$ cat src/rtl/fifo_burst_reader.sv
`default_nettype none
// ============================================================================
// Module      : fifo_burst_reader
// Description : Pops a fixed-length burst of words from an upstream
//               synchronous FIFO (1-cycle read latency), presents each word on
//               a valid/ready output stream, marks the final word, and keeps a
//               modulo-2^N running checksum of the accepted words.
//
// Ports
//   clk        : clock, all state changes on the rising edge
//   rst        : asynchronous active-low reset
//   start      : burst request, sampled only while idle
//   fifo_empty : upstream FIFO empty flag
//   fifo_dout  : upstream FIFO read data, valid the cycle after fifo_rd
//   fifo_rd    : upstream FIFO pop strobe
//   m_valid    : output word valid
//   m_ready    : downstream ready
//   m_data     : output word
//   m_last     : final word of the burst (qualified by m_valid)
//   checksum   : modulo-2^N sum of words accepted in the current/last burst
//   busy       : high whenever not idle
//   done       : one-cycle pulse on burst completion
//
// Revision    : 1.0 - initial release
// ============================================================================
module fifo_burst_reader #(
    parameter int N     = 8,
    parameter int BURST = 4
) (
    input  logic         clk,
    input  logic         rst,
    input  logic         start,
    input  logic         fifo_empty,
    input  logic [N-1:0] fifo_dout,
    output logic         fifo_rd,
    output logic         m_valid,
    input  logic         m_ready,
    output logic [N-1:0] m_data,
    output logic         m_last,
    output logic [N-1:0] checksum,
    output logic         busy,
    output logic         done
);

    localparam logic [2:0] c_IDLE = 3'd0;
    localparam logic [2:0] c_READ = 3'd1;
    localparam logic [2:0] c_WAIT = 3'd2;
    localparam logic [2:0] c_SEND = 3'd3;
    localparam logic [2:0] c_DONE = 3'd4;

    // Count value held while the final word of the burst is being sent.
    localparam logic [7:0] c_LAST_IDX = 8'(BURST - 1);

    logic [2:0]   r_state;
    logic [2:0]   w_next_state;
    logic [7:0]   r_count;
    logic [N-1:0] r_checksum;
    logic [N-1:0] r_data;
    logic         w_is_last;
    logic         w_handshake;

    assign w_is_last   = (r_count == c_LAST_IDX);
    assign w_handshake = (r_state == c_SEND) && m_ready;

    assign m_data   = r_data;
    assign checksum = r_checksum;

    always_comb begin
        w_next_state = r_state;
        fifo_rd      = 1'b0;
        m_valid      = 1'b0;
        m_last       = 1'b0;
        busy         = 1'b1;
        done         = 1'b0;
        case (r_state)
            c_IDLE: begin
                busy = 1'b0;
                if (start) begin
                    w_next_state = c_READ;
                end
            end
            c_READ: begin
                // Pop is gated directly by the empty flag so it can never
                // be issued against an empty FIFO.
                if (!fifo_empty) begin
                    fifo_rd      = 1'b1;
                    w_next_state = c_WAIT;
                end
            end
            c_WAIT: begin
                w_next_state = c_SEND;
            end
            c_SEND: begin
                m_valid = 1'b1;
                m_last  = w_is_last;
                if (m_ready) begin
                    w_next_state = w_is_last ? c_DONE : c_READ;
                end
            end
            c_DONE: begin
                done         = 1'b1;
                w_next_state = c_IDLE;
            end
            default: begin
                w_next_state = c_IDLE;
            end
        endcase
    end

    always_ff @(posedge clk or negedge rst) begin
        if (!rst) begin
            r_state    <= c_IDLE;
            r_count    <= 8'd0;
            r_checksum <= '0;
            r_data     <= '0;
        end else begin
            r_state <= w_next_state;
            if ((r_state == c_IDLE) && start) begin
                r_count    <= 8'd0;
                r_checksum <= '0;
            end
            // FIFO data arrives one cycle after the pop.
            if (r_state == c_WAIT) begin
                r_data <= fifo_dout;
            end
            // The final handshake leaves the count at BURST, so an 8-bit
            // counter cannot wrap for BURST up to 255.
            if (w_handshake) begin
                r_count    <= r_count + 8'd1;
                r_checksum <= r_checksum + r_data;
            end
        end
    end

endmodule
`default_nettype wire
$ cat config.mk
export PLATFORM = sky130hd
export DESIGN_NAME = fifo_burst_reader
export DESIGN_NICKNAME = d
export VERILOG_FILES = /design/src/rtl/fifo_burst_reader.sv
export SDC_FILE = /design/constraint.sdc
export NUM_CORES = 1
export LEC_CHECK = 0
export BUFFER_PORTS_ARGS = -buffer_cell sky130_fd_sc_hd__buf_4
export CAP_MARGIN = 20
export CORE_ASPECT_RATIO = 0.7
export CORE_MARGIN = 3
export CORE_UTILIZATION = 58
export DETAILED_ROUTE_END_ITERATION = 7
export GPL_ROUTABILITY_DRIVEN = 0
export MAX_ROUTING_LAYER = met4
export PLACE_DENSITY = 0.86
export RECOVER_POWER = 50
export SYNTH_ARGS = -nofsm -noshare
export SYNTH_HDL_FRONTEND = slang
export SYNTH_SLANG_ARGS = --single-unit
export TNS_END_PERCENT = 10
$ cat constraint.sdc
create_clock -name clk -period 3.63 [get_ports clk]
set_input_delay 0.1815 -clock clk [delete_from_list [all_inputs] [get_ports clk]]
set_output_delay 0.1815 -clock clk [all_outputs]
set_load 0.005 [all_outputs]
==> results of run 1 <==
[worst paths after layout]
kind | from | end | slack [ns] | cells past startpoint
worst min register to register | r_count[7] | r_count[7] | 0.52 | 1
worst max-delay path | m_data[0] | checksum[6] | 1.67 | 7
max in group asynchronous | rst | r_state[0] | 2.01 | 2
worst max register to register | m_data[0] | checksum[6] | 1.67 | 7
worst min-delay path | start | r_count[5] | 0.11 | 2
min in group asynchronous | rst | m_data[4] | 0.78 | 2
[layer usage]
layer	wire length, µm	GRT usage [%]	up-vias
met2	1586	33.44	43
met4	51	5.941	0
met5	0	-	-
met3	187	6.682	8
li1	-	-	589
met1	1520	28.09	580
[placed cells by master, fill, tap and decap left out, types with 3 or more instances in the layout]
cell type and count:
inv_1 4, clkbuf_1 3, buf_4 22, dfrtp_1 27, a21oi_1 5, ha_1 8
nand3_1 7, nand2_1 13, o21ai_1 13, xnor2_1 5, clkbuf_8 3, nor2_1 12
a22o_1 3, mux2_4 8, clkbuf_4 9
[kinds of logic after synthesis]
logic type	after synthesis	share of synthesized area [%]
simple gates	49	16.69
compound gates	35	15.17
flops	27	43.34
buf+inv	10	4.173
mux	10	8.989
fa+ha+maj	9	7.705
xor+xnor	7	3.933
[worst max-delay path, cell delays in order (launching register included)]
cell	delay, ns
dfrtp_1	0.41
ha_1	0.27
fa_1	0.43
a21oi_1	0.22
o21ai_1	0.10
a21oi_1	0.18
xor2_1	0.16
o21ai_1	0.07
[synth_stat cells (3+ instances only)]
library cell / instances
nand3_1: 7
inv_1: 4
a22o_1: 3
a21oi_1: 5
o21ai_1: 13
dfrtp_1: 27
nand2_1: 13
mux2_4: 8
ha_1: 8
buf_6: 3
xnor2_1: 5
nor2_1: 12
[cell type report]
class	count	area share (%)
Clock buffer	4	2.439
Tap cell	34	2.304
Timing Repair Buffer	34	13.55
Multi-Input combinational cell	110	44.31
Inverter	4	0.8130
Sequential cell	27	36.59
[where the power goes]
group          switching [µW]  leakage (µW)  internal, µW
clock                    87.8     0.0000228          78.5
combinational             400      0.000533           455
sequential                134      0.000344           408
[what timing repair did]
item	in CTS	in global routing
hold buffers	1	0
endpoints found under the hold margin	27	0
endpoints found under the setup margin	0	0
[sequential cells by signal, summed over array words and instances (netlist names)]
register	count
m_data	8
r_state	3
checksum	8
r_count	8
[per-stage QoR]
step | total power (µW) | std cells
final | 1564 | 213
after global routing | 1676 | 213
after CTS | 1577 | 213
after detailed placement | 1401 | 208
after global placement | 1364 | 208
after floorplan | 1144 | 147
==> flow_metrics.env, run 1 <==
export IMPL_start_kind="flip-flop"
export IMPL_avgSynthCellArea_um2=10.61
export IMPL_rows=15
export IMPL_worst_slew_pin_slew_ns=1.454
export IMPL_min_path_type="in -> reg"
export IMPL_skew_ns=0.002649
export IMPL_root_buffer="clkbuf_8"
export IMPL_leakage_uw=0.0009001
export IMPL_grtUsageTotal_pct=21.89
export IMPL_yosysTopAreaCellShare_pct=43.34
export IMPL_dp_hpwl_um=2480
export IMPL_clk_path_buf_depth=2
export IMPL_vdd_drop_max_mv=0.5459
export IMPL_synth_edff_count=0
export IMPL_fin_util_pct=73.43
export IMPL_yosysUniqueCellTypes=43
export IMPL_setup_total_negative_slack_ns=0
export IMPL_synthesis_area_um2=1559
export IMPL_grt_pass1_wl_um=5395
export IMPL_final_area_um2=1847
export IMPL_critical_path_class="reg -> reg"
export IMPL_grt_pass1_vias=1190
export IMPL_drt_pass1_iterations=4
export IMPL_dieHeight_um=49.38
export IMPL_yosys_top_cells_area="dfrtp_1 43%, mux2_4 7.7%, ha_1 6.4%"
export IMPL_final_nets=202
export IMPL_synth_top_flop_cell="dfrtp_1"
export IMPL_drive_above_1_share_pct=27.37
export IMPL_maxCapViolCount=0
export IMPL_synthToLayoutAreaGrowth_pct=18.46
export IMPL_fill_cells=179
export IMPL_ant_nets=0
export IMPL_multi_input_area_um2=818.3
export IMPL_postCtsResizedCells=0
export IMPL_synth_seq_cells=27
export IMPL_gr_total_overflow=0
export IMPL_cts_sinks=27
export IMPL_pin_count=34
export IMPL_rsz0062_at_grt="no"
export IMPL_end_kind="flip-flop"
export IMPL_timing_final_crit_share_pct=54.01
export IMPL_power_density_nw_per_um2=846.9
export IMPL_vias_per_cell=5.728
export IMPL_finalHoldViolations=0
export IMPL_coreArea_um2=2515
export IMPL_port_buffers=33
export IMPL_run_status="finished, final reports clean"
export IMPL_arrival_ns=2.10
export IMPL_antenna_found_initial=0
export IMPL_grt_max_degree=28
export IMPL_totalWireLength_um=3345
export IMPL_cts_tree="built"
export IMPL_syn_inst=147
export IMPL_yosys_area_top_type="dfrtp_1"
export IMPL_die_w_um=67.97
export IMPL_worstPathRequired_ns=3.77
export IMPL_synth_async_reset_ratio_pct=100.0
export IMPL_ff_latch_area_um2=675.6
export IMPL_setup_viol=0
export IMPL_htree_levels=1
export IMPL_fin_ws_ns=1.669
export IMPL_drt_iter0_markers=114
export IMPL_dieArea_um2=3356
export IMPL_vias=1220
export IMPL_synth_nets=169
export IMPL_period_minus_slack_ns=1.961
export IMPL_drcViolationCount=0
export IMPL_post_cts_repair_setup_buffers=0
export IMPL_whs_ns=0.1102
export IMPL_place_area_um2=1799
export IMPL_final_max_slew_violation_count=0
export IMPL_numCtsBuffers=3
export IMPL_fmax_ghz=0.5100
export IMPL_initial_core_util_pct=61.99
export IMPL_clock_insertion_delay_worst_skew_ns=0.27
export IMPL_clk_pin_slew_worst_paths_ns=0.09
export IMPL_slew_headroom_pct=3.081
export IMPL_cp_max_fo=3
export IMPL_place_ws_ns=1.682
export IMPL_post_drt_wl_per_cell_um=15.70
export IMPL_ys_warn_count=0
export IMPL_diodes=0
export IMPL_yosysSeqAreaShare_pct=43.34
No activity file was read; power rests on OpenSTA's default activity.
==> run 2: changes to the inputs <==
--- a/config.mk
+++ b/config.mk
@@ -9,11 +9,11 @@
 export CAP_MARGIN = 20
 export CORE_ASPECT_RATIO = 0.7
 export CORE_MARGIN = 3
-export CORE_UTILIZATION = 58
+export CORE_UTILIZATION = 53
 export DETAILED_ROUTE_END_ITERATION = 7
 export GPL_ROUTABILITY_DRIVEN = 0
 export MAX_ROUTING_LAYER = met4
-export PLACE_DENSITY = 0.86
+export PLACE_DENSITY = 0.8
 export RECOVER_POWER = 50
 export SYNTH_ARGS = -nofsm -noshare
 export SYNTH_HDL_FRONTEND = slang
==> constraint.sdc (replaced) <==
create_clock -name clk -period 2.05 [get_ports clk]
set_input_delay 0.1025 -clock clk [delete_from_list [all_inputs] [get_ports clk]]
set_output_delay 0.1025 -clock clk [all_outputs]
set_load 0.005 [all_outputs]
==> run 2 against run 1 <==
Core utilization is 0.81 points lower; flip-flop and latch count is the same; highest routed layer unchanged; final area rose by 3.3%; largest cell class unchanged; critical endpoint unchanged.
==> flow_metrics.env, run 2 (synthesis results as in run 1) <==
export IMPL_run_status="finished, final reports clean"
export IMPL_gr_total_overflow=0
export IMPL_start_kind="flip-flop"
export IMPL_post_drt_wl_per_cell_um=16.05
export IMPL_reg2reg_slack_ns=0.13
export IMPL_critPathSlowestCell="fa_1"
export IMPL_setup_viol=0
export IMPL_vias=1252
export IMPL_grt_max_degree=28
export IMPL_vdd_drop_max_mv=0.9505
export IMPL_fill_cells=209
export IMPL_finalHoldViolations=0
export IMPL_timing_final_crit_share_pct=93.56
export IMPL_power_density_nw_per_um2=1519
export IMPL_hold_depth=2
export IMPL_coreArea_um2=2628
export IMPL_cp_startpoint="m_data[0]"
export IMPL_clock_insertion_delay_worst_skew_ns=0.28
export IMPL_end_kind="flip-flop"
export IMPL_arrival_ns=2.10
export IMPL_antenna_found_initial=0
export IMPL_cpPeakStageDelay_ns=0.42
export IMPL_clk_pin_slew_worst_paths_ns=0.10
export IMPL_root_buffer="clkbuf_8"
export IMPL_fin_util_pct=72.62
export IMPL_r2r_start="m_data[0]"
export IMPL_rsz0062_at_grt="no"
export IMPL_period_minus_slack_ns=1.918
export IMPL_die_w_um=70.83
export IMPL_drcViolationCount=0
export IMPL_diodes=0
export IMPL_drt_iter0_markers=134
export IMPL_htree_levels=1
export IMPL_final_cell_mix="28 x buf_4, 25 x dfrtp_1, 13 x nand2_1, 13 x o21ai_1, 12 x nor2_1"
export IMPL_leakage_uw=0.0009288
export IMPL_worst_slew_pin_slew_ns=1.443
export IMPL_min_path_type="in -> reg"
export IMPL_final_nets=208
export IMPL_cts_sinks=27
export IMPL_worstHoldStart="start"
export IMPL_critical_path_class="reg -> reg"
export IMPL_whs_ns=0.01808
export IMPL_dieHeight_um=51.38
export IMPL_synthToLayoutAreaGrowth_pct=22.39
export IMPL_skew_ns=0.01034
export IMPL_worstPathRequired_ns=2.23
export IMPL_totalWireLength_um=3514
export IMPL_grt_pass1_vias=1149
export IMPL_ant_nets=0
export IMPL_vias_per_cell=5.717
export IMPL_grtUsageTotal_pct=21.08
export IMPL_rows=15
export IMPL_pin_count=34
export IMPL_numCtsBuffers=3
export IMPL_final_max_slew_violation_count=0
export IMPL_dieArea_um2=3639
export IMPL_cts_tree="built"
export IMPL_drt_pass1_iterations=5
export IMPL_grt_pass1_wl_um=5713
export IMPL_slew_headroom_pct=3.817
export IMPL_port_buffers=33
export IMPL_reg2reg_to="checksum[6]"
export IMPL_fmax_ghz=0.5214
export IMPL_cp_max_fo=3
export IMPL_reg2reg_depth=7
export IMPL_final_common_cell="buf_4"
export IMPL_clk_path_buf_depth=2
export IMPL_drive_above_1_share_pct=31.89
export IMPL_maxCapViolCount=0
export IMPL_setup_total_negative_slack_ns=0
export IMPL_timing_critical_path_to="checksum[6]"
export IMPL_dp_hpwl_um=2552
export IMPL_worstPathCellList="ha_1, fa_1, a21oi_1, o21ai_1, a21oi_1, xor2_1, o21ai_1"
export IMPL_initial_core_util_pct=59.33
## run 2: cell types whose count changed in the layout (fill, tap and decap cells not counted), sizes merged
cell	before	now
buf	22	28
clkbuf	15	14
clkinv	0	1
## run 2: area by class of cell
class	count	area (µm²)	share of cell area, %
clock buffers	3	41.29	2.164
clock inverters	1	5.005	0.2623
inverters	4	15.01	0.7869
multi-input cells	110	830.8	43.54
flip-flops and latches	27	678.2	35.54
well taps	34	42.54	2.230
repair buffers	40	295.3	15.48
## run 2: where the power goes
group / total (µW) / internal (µW) / switching, µW
Sequential: 963 / 726 / 237
Combinational: 1620 / 880 / 743
Clock: 313 / 137 / 176
## run 2: metrics by stage
stage          instance area (µm²)  total power, µW  cells  setup slack [ns]
6_report                      1908             2899    219            0.1321
2_1_floorplan                 1559             2026    147            0.2399
3_5_place_dp                  1822             2514    211            0.1341
3_3_place_gp                  1822             2453    211            0.1997
5_1_grt                       1908             3133    219           0.03426
4_1_cts                       1878             2844    216            0.1037
## run 2: repair_timing
item                                    in CTS  in global routing
endpoints found under the hold margin       27                  0
endpoints found under the setup margin       0                  1
buffers inserted                             0                  3
resized for setup                            0                  3
hold buffers                                 1                  0
## run 2: per-layer routing
layer | GRT usage [%] | wire length [µm]
met4 | 5.000 | 27
met2 | 32.46 | 1659
met5 | - | 0
met3 | 5.305 | 259
met1 | 28.25 | 1567
## run 2: worst min path at each step
stage / endpoint / slack (ns)
after floorplan: checksum[0] / -0.19
after global placement: m_data[6] / 0.03
after detailed placement: m_data[5] / 0.04
after CTS: r_count[5] / 0.009
after global routing: r_count[5] / 0.01
final: r_count[5] / 0.02
## run 2: critical path, delay by kind of cell, from the launching register on
kind / cells / cell delay, ns
fa+ha+maj: 2 / 0.69
compound gates: 4 / 0.56
flops: 1 / 0.41
xor+xnor: 1 / 0.16
